`config.mk`:
```
export PLATFORM = sky130hd
export DESIGN_NAME = logic_op_selector
export DESIGN_NICKNAME = d
export VERILOG_FILES = /design/src/rtl/logic_sel_pkg.sv /design/src/rtl/logic_sel_fifo.sv /design/src/rtl/logic_op_selector.sv
export SDC_FILE = /design/constraint.sdc
export NUM_CORES = 1
export LEC_CHECK = 0
export ABC_AREA = 1
export CAP_MARGIN = 20
export CORE_MARGIN = 2
export CORE_UTILIZATION = 40
export CTS_CLUSTER_SIZE = 30
export DETAILED_ROUTE_END_ITERATION = 16
export GPL_ROUTABILITY_DRIVEN = 0
export HOLD_SLACK_MARGIN = 0.08
export SYNTH_ARGS = -nofsm -noshare
export SYNTH_HDL_FRONTEND = slang
export SYNTH_HIERARCHICAL = 1
export SYNTH_SLANG_ARGS = --single-unit
```
`constraint.sdc`:
```
create_clock -name clk -period 2.1 [get_ports clk]
set_clock_uncertainty 0.1 [all_clocks]
set_input_delay 0.63 -clock clk [delete_from_list [all_inputs] [get_ports clk]]
set_output_delay 0.63 -clock clk [all_outputs]
set_load 0.005 [all_outputs]
```
`src/rtl/logic_sel_pkg.sv`:
```
// Shared definitions for logic_op_selector: operation encoding and the
// per-beat result function. Optional feature macro: LOGIC_SEL_POPCOUNT_EN.
package logic_sel_pkg;

  // Widest operand apply_op can process; callers zero-extend and truncate.
  localparam int unsigned OP_MAX_W = 64;

  typedef logic [OP_MAX_W-1:0] op_word_t;

  typedef enum logic [2:0] {
    OP_OR       = 3'd0,
    OP_AND      = 3'd1,
    OP_XOR      = 3'd2,
    OP_NAND     = 3'd3,
    OP_NOR      = 3'd4,
    OP_ACC_LOAD = 3'd5,
    OP_ACC_OR   = 3'd6,
    OP_ACC_AND  = 3'd7
  } op_e;

  // Result of one beat. For the accumulator ops the same value is also the
  // accumulator's next value. Bits above the caller's width are don't-care.
  function automatic op_word_t apply_op(op_e op, op_word_t a, op_word_t b, op_word_t acc);
    op_word_t r;
    r = '0;
    case (op)
      OP_OR:       r = a | b;
      OP_AND:      r = a & b;
      OP_XOR:      r = a ^ b;
      OP_NAND:     r = ~(a & b);
      OP_NOR:      r = ~(a | b);
      OP_ACC_LOAD: r = a;
      OP_ACC_OR:   r = acc | a;
      OP_ACC_AND:  r = acc & a;
      default:     r = '0;
    endcase
    return r;
  endfunction

endpackage

```
`src/rtl/logic_sel_fifo.sv`:
```
// Synchronous FIFO with occupancy count. rdata_o shows the head entry and,
// while empty, keeps showing the most recently popped entry (0 after reset).
module logic_sel_fifo #(
  parameter int unsigned WIDTH = 8,
  parameter int unsigned DEPTH = 4
) (
  input  logic                     clk,
  input  logic                     rst,
  input  logic                     push_i,
  input  logic                     pop_i,
  input  logic [WIDTH-1:0]         wdata_i,
  output logic [WIDTH-1:0]         rdata_o,
  output logic                     full_o,
  output logic                     empty_o,
  output logic [$clog2(DEPTH):0]   count_o
);
  import logic_sel_pkg::*;

  localparam int unsigned AW = $clog2(DEPTH);

  logic [WIDTH-1:0] mem_q [DEPTH];
  logic [AW-1:0]    wr_ptr_q, rd_ptr_q;
  logic [AW:0]      count_q, count_d;
  logic [WIDTH-1:0] hold_q;
  logic             push_ok, pop_ok;

  assign full_o  = (count_q == (AW+1)'(DEPTH));
  assign empty_o = (count_q == '0);
  assign push_ok = push_i & ~full_o;
  assign pop_ok  = pop_i & ~empty_o;
  assign count_o = count_q;
  assign rdata_o = empty_o ? hold_q : mem_q[rd_ptr_q];

  // Occupancy next state; a simultaneous push and pop leaves it unchanged.
  always_comb begin
    count_d = count_q;
    case ({push_ok, pop_ok})
      2'b10:   count_d = count_q + 1'b1;
      2'b01:   count_d = count_q - 1'b1;
      default: count_d = count_q;
    endcase
  end

  // Storage array; contents need no reset since count gates visibility.
  always_ff @(posedge clk) begin
    if (push_ok) mem_q[wr_ptr_q] <= wdata_i;
  end

  // Pointers (wrap naturally, DEPTH is a power of two), count and hold register.
  always_ff @(posedge clk) begin
    if (rst) begin
      wr_ptr_q <= '0;
      rd_ptr_q <= '0;
      count_q  <= '0;
      hold_q   <= '0;
    end else begin
      if (push_ok) wr_ptr_q <= wr_ptr_q + 1'b1;
      if (pop_ok) begin
        rd_ptr_q <= rd_ptr_q + 1'b1;
        hold_q   <= mem_q[rd_ptr_q];
      end
      count_q <= count_d;
    end
  end

endmodule

```
`src/rtl/logic_op_selector.sv`:
```
// Registered bitwise-op selector with accumulator and DEPTH-entry output FIFO.
// Optional feature macro: LOGIC_SEL_POPCOUNT_EN adds pop_cnt, carried through
// the FIFO alongside each result. WIDTH is limited to 64 bits.
module logic_op_selector #(
  parameter int unsigned WIDTH = 8,
  parameter int unsigned DEPTH = 4
) (
  input  logic                       clk,
  input  logic                       rst,
  input  logic                       in_valid,
  output logic                       in_ready,
  input  logic [WIDTH-1:0]           a,
  input  logic [WIDTH-1:0]           b,
  input  logic [2:0]                 op,
  input  logic                       acc_clr,
  output logic                       out_valid,
  input  logic                       out_ready,
  output logic [WIDTH-1:0]           result,
`ifdef LOGIC_SEL_POPCOUNT_EN
  output logic [$clog2(WIDTH+1)-1:0] pop_cnt,
`endif
  output logic [$clog2(DEPTH):0]     count
);
  import logic_sel_pkg::*;

`ifdef LOGIC_SEL_POPCOUNT_EN
  localparam int unsigned PCW = $clog2(WIDTH+1);
  localparam int unsigned EW  = WIDTH + PCW;
`else
  localparam int unsigned EW  = WIDTH;
`endif

  logic [WIDTH-1:0] acc_q, acc_d;
  logic [WIDTH-1:0] res;
  logic             accept, pop, full, empty;
  logic [EW-1:0]    entry_in, entry_out;
  op_e              op_sel;

  assign op_sel    = op_e'(op);
  assign res       = WIDTH'(apply_op(op_sel, op_word_t'(a), op_word_t'(b), op_word_t'(acc_q)));
  assign in_ready  = ~full;
  assign out_valid = ~empty;
  assign accept    = in_valid & in_ready;
  assign pop       = out_valid & out_ready;

`ifdef LOGIC_SEL_POPCOUNT_EN
  logic [PCW-1:0] res_pc;

  // Number of set bits in this beat's result.
  always_comb begin
    res_pc = '0;
    for (int unsigned i = 0; i < WIDTH; i++) res_pc = res_pc + PCW'(res[i]);
  end

  assign entry_in = {res_pc, res};
  assign pop_cnt  = entry_out[EW-1:WIDTH];
`else
  assign entry_in = res;
`endif

  assign result = entry_out[WIDTH-1:0];

  // Accumulator next state: clear wins; the beat's result used the old value.
  always_comb begin
    acc_d = acc_q;
    if (acc_clr) begin
      acc_d = '0;
    end else if (accept && (op_sel inside {OP_ACC_LOAD, OP_ACC_OR, OP_ACC_AND})) begin
      acc_d = res;
    end
  end

  // Accumulator register.
  always_ff @(posedge clk) begin
    if (rst) acc_q <= '0;
    else     acc_q <= acc_d;
  end

  logic_sel_fifo #(
    .WIDTH (EW),
    .DEPTH (DEPTH)
  ) u_fifo (
    .clk     (clk),
    .rst     (rst),
    .push_i  (accept),
    .pop_i   (pop),
    .wdata_i (entry_in),
    .rdata_o (entry_out),
    .full_o  (full),
    .empty_o (empty),
    .count_o (count)
  );

endmodule
```
==> results.yml <==
run_status:
  outcome: "finished, violations left"
  violations: "setup timing"
setup_path:
  worstRegToRegCells: 15
  crit_arrival_ps: 1410
  path_cells: "buf_8, buf_8, nand2_4, nand3_2, nand2_2, nand2_1, nand2_1, buf_2"
  cp_slowest_cell: "dfxtp_4"
  cp.required_ps: 1370
  crit_path_end_kind: "primary output"
  r2r_slack_ps: -20
  critical_path_class: "flop to primary output"
  path_max_fanout: 7
  worstReg2RegStart: "u_fifo/count_o[1]$_SDFFE_PP0P_"
  cp-start-kind: "flop"
  rr_endpoint: "u_fifo/count_o[2]$_SDFFE_PP0P_"
  critical_path.max_stage_delay_ps: 360
yosys:
  syn-instance-count: 515
  synthDistinctLibCells: 27
  yosys.area.top_type: "edfxtp_1"
  synth_warnings: 6
  syn-mean-instance-area_sq_um: 7.53
  synth_top_area_share_pct: 24.8
  ys_ff_latch: 57
  ys_seq_area_share_pct: 37.7
  netlist_area_sq_um: 3880
  syn-num-nets: 561
  synthTopCellsByArea: "edfxtp_1, dfxtp_1, nand2_1, inv_1, ha_1"
grt:
  grt_max_degree: 20
  grt_usage_pct: 17.1
  antenna_found_initial: 0
  first_global_vias: 3159
  grt_overflow: 0
  grt_pass1_wl_microns: 14100
detailed_routing:
  num_vias: 3325
  viasPerCell: 4.43
  wire_per_inst_microns: 11.2
  detail_route.iter0.violations: 113
  post-route-drc-count: 0
  dr.pass1.iters: 4
  ant_nets: 0
  routed_wirelength_microns: 8400
placement:
  placement.io_buffers: 36
  place_inst: 710
  hpwl_microns: 6090
timing:
  tightest_slew_ps: 427
  hold_ws_ps: 419
  fin_crit_sh_pct: 102
  fin_ws_ps: -36.2
  max_slew_margin_pct: 71.4
  setup_viol: 4
  finalHoldViolations: 0
  setup_tns_ps: -80.3
  grt_setup_unrepaired: "true"
  min_period_ps: 2140
  max_freq_ghz: 0.468
  maxSlewViolCount: 0
cells_and_area:
  multi_input_area_sq_um: 1950
  seqCellArea_sq_um: 1470
  fill_cells: 891
  layout-drive-gt1-share_pct: 31.5
  area_delta_synth_final_pct: 31.3
  final_cells: 751
  final_util_pct: 54.6
  insertedDiodeCount: 0
  nets: 663
clock_network:
  cts.sinks: 57
  clk_pin_slew_ps: 60
  cts_root_buffer: "clkbuf_8"
  htree_levels: 3
  clk_latency_ps: 330
  numCtsBuffers: 9
  clock_path_buffers: 2
  tritoncts: "built"
die:
  initial_core_util_pct: 41.6
  fp-row-count: 35
  core_area_sq_um: 9330
  dieWidth_microns: 102
  dieArea_sq_um: 10500
  die_h_microns: 102
  ioPinCount: 37
power:
  irDropWorstVdd_mv: 0.365
  p_sw_uw: 1700
  leakage_uw: 0.00262
  power_density_nw_per_um2: 900
  power_frac_comb_pct: 49.9
  seqPwrFrac_pct: 32.5
  p_int_uw: 2880
  p_sw_share_pct: 37.1
  p_clk_share_pct: 17.6
hold_path:
  whs_path_depth: 2
  min-delay-start: "u_fifo/rd_ptr_q[1]$_SDFFE_PP0P_"
  hold-path-endpoint: "u_fifo/rd_ptr_q[1]$_SDFFE_PP0P_"
  hold_path_class: "flop to flop"
job:
  cap_violations: 0
-- repair_timing --
item | 4_1_cts | 5_1_grt
cloned | 1 | 0
endpoints found under the setup margin | 11 | 42
pin swaps | 20 | 27
setup buffers | 16 | 8
gates resized for setup | 52 | 37
hold buffers | 0 | 0
-- per-layer routing --
metal	share of wire, %	global-route usage [%]	vias to the layer above
met4	0.98	6.15	0
met3	3.0	2.71	5
met5	0	0	-
met2	53	31.1	55
met1	43	20.4	1496
li1	-	-	1769
-- worst max path at each step --
| stage | from | endpoint | slack (ps) | depth (start not counted) |
|---|---|---|---|---|
| after CTS | flop | result[3] | -110 | 8 |
| after global placement | out_ready | u_fifo/count_o[2]$_SDFFE_PP0P_ | -350 | 14 |
| after global routing | flop | result[1] | -120 | 8 |
| after detailed placement | out_ready | u_fifo/count_o[2]$_SDFFE_PP0P_ | -430 | 14 |
| final | flop | result[1] | -40 | 8 |
| after floorplan | out_ready | u_fifo/count_o[2]$_SDFFE_PP0P_ | 10 | 14 |
-- cells in the final DEF (no fill, tap or decap), drive strengths merged, types with 7 or more instances in the layout --
master           n
inv            109
dfxtp           25
buf             74
o21ai           14
edfxtp          32
clkbuf          14
nand4           12
nand3           41
a21oi            7
nor2            82
ha              21
nand2          150
clkdlybuf4s50   24
-- metrics by stage --
stage | area [sq um] | setup slack, ps | total power [uW]
global route | 5100 | -116 | 4920
detailed placement | 4610 | -427 | 3390
global placement | 4610 | -346 | 3340
finish | 5100 | -36.2 | 4580
CTS | 4950 | -111 | 4460
floorplan | 3900 | 13.4 | 2720
-- power by group through the flow --
| stage | combinational [uW] | sequential, uW | clock [uW] |
|---|---|---|---|
| final | 2290 | 1490 | 806 |
| after floorplan | 1230 | 1480 | 0 |
| after detailed placement | 1880 | 1510 | 0 |
| after CTS | 2140 | 1480 | 839 |
| after global placement | 1840 | 1510 | 0 |
| after global routing | 2530 | 1510 | 891 |
-- cells by family (layout without fill, tap and decap cells) --
family                     Yosys count  after routing  share of synthesized area (%)
buffers and inverters              124            231                           15.0
adders and majority gates           22             22                           7.29
AOI/OAI and AO/OA                   21             21                           2.71
and+or+nand+nor                    291            291                           37.3
DFF                                 57             57                           37.7
-- cells in the mapped netlist, drive strengths merged --
| cell | instances |
|---|---|
| clkbuf | 3 |
| nand4 | 12 |
| fa | 1 |
| edfxtp | 32 |
| nand2 | 150 |
| nand3 | 41 |
| o21ai | 14 |
| or2 | 6 |
| nor2 | 82 |
| clkinv | 1 |
| a21oi | 7 |
| inv | 109 |
| dfxtp | 25 |
| ha | 21 |
| buf | 11 |
-- worst max-delay path: cells and delay by family, from the launching register on --
family / cells / cell delay [ps]
flops: 1 / 360
buf+inv: 3 / 380
simple gates: 5 / 350
-- cell type report --
cell class | count | share of cell area, %
multi-input combinational | 334 | 38.3
sequential | 57 | 28.9
timing repair buffer | 104 | 17.4
inverter | 110 | 8.84
tap | 129 | 3.17
clock buffer | 11 | 2.58
clock inverter | 5 | 0.442
timing repair inverter | 1 | 0.393
-- sequential cells by signal, indices dropped and copies added, names as in the netlist, named ones only --
signal and flops:
acc_q 8, u_fifo/mem_q 32, u_fifo/count_o 3, u_fifo/wr_ptr_q 2, u_fifo/rd_ptr_q 2, u_fifo/hold_q 8
(Power assumes the default switching activity.)
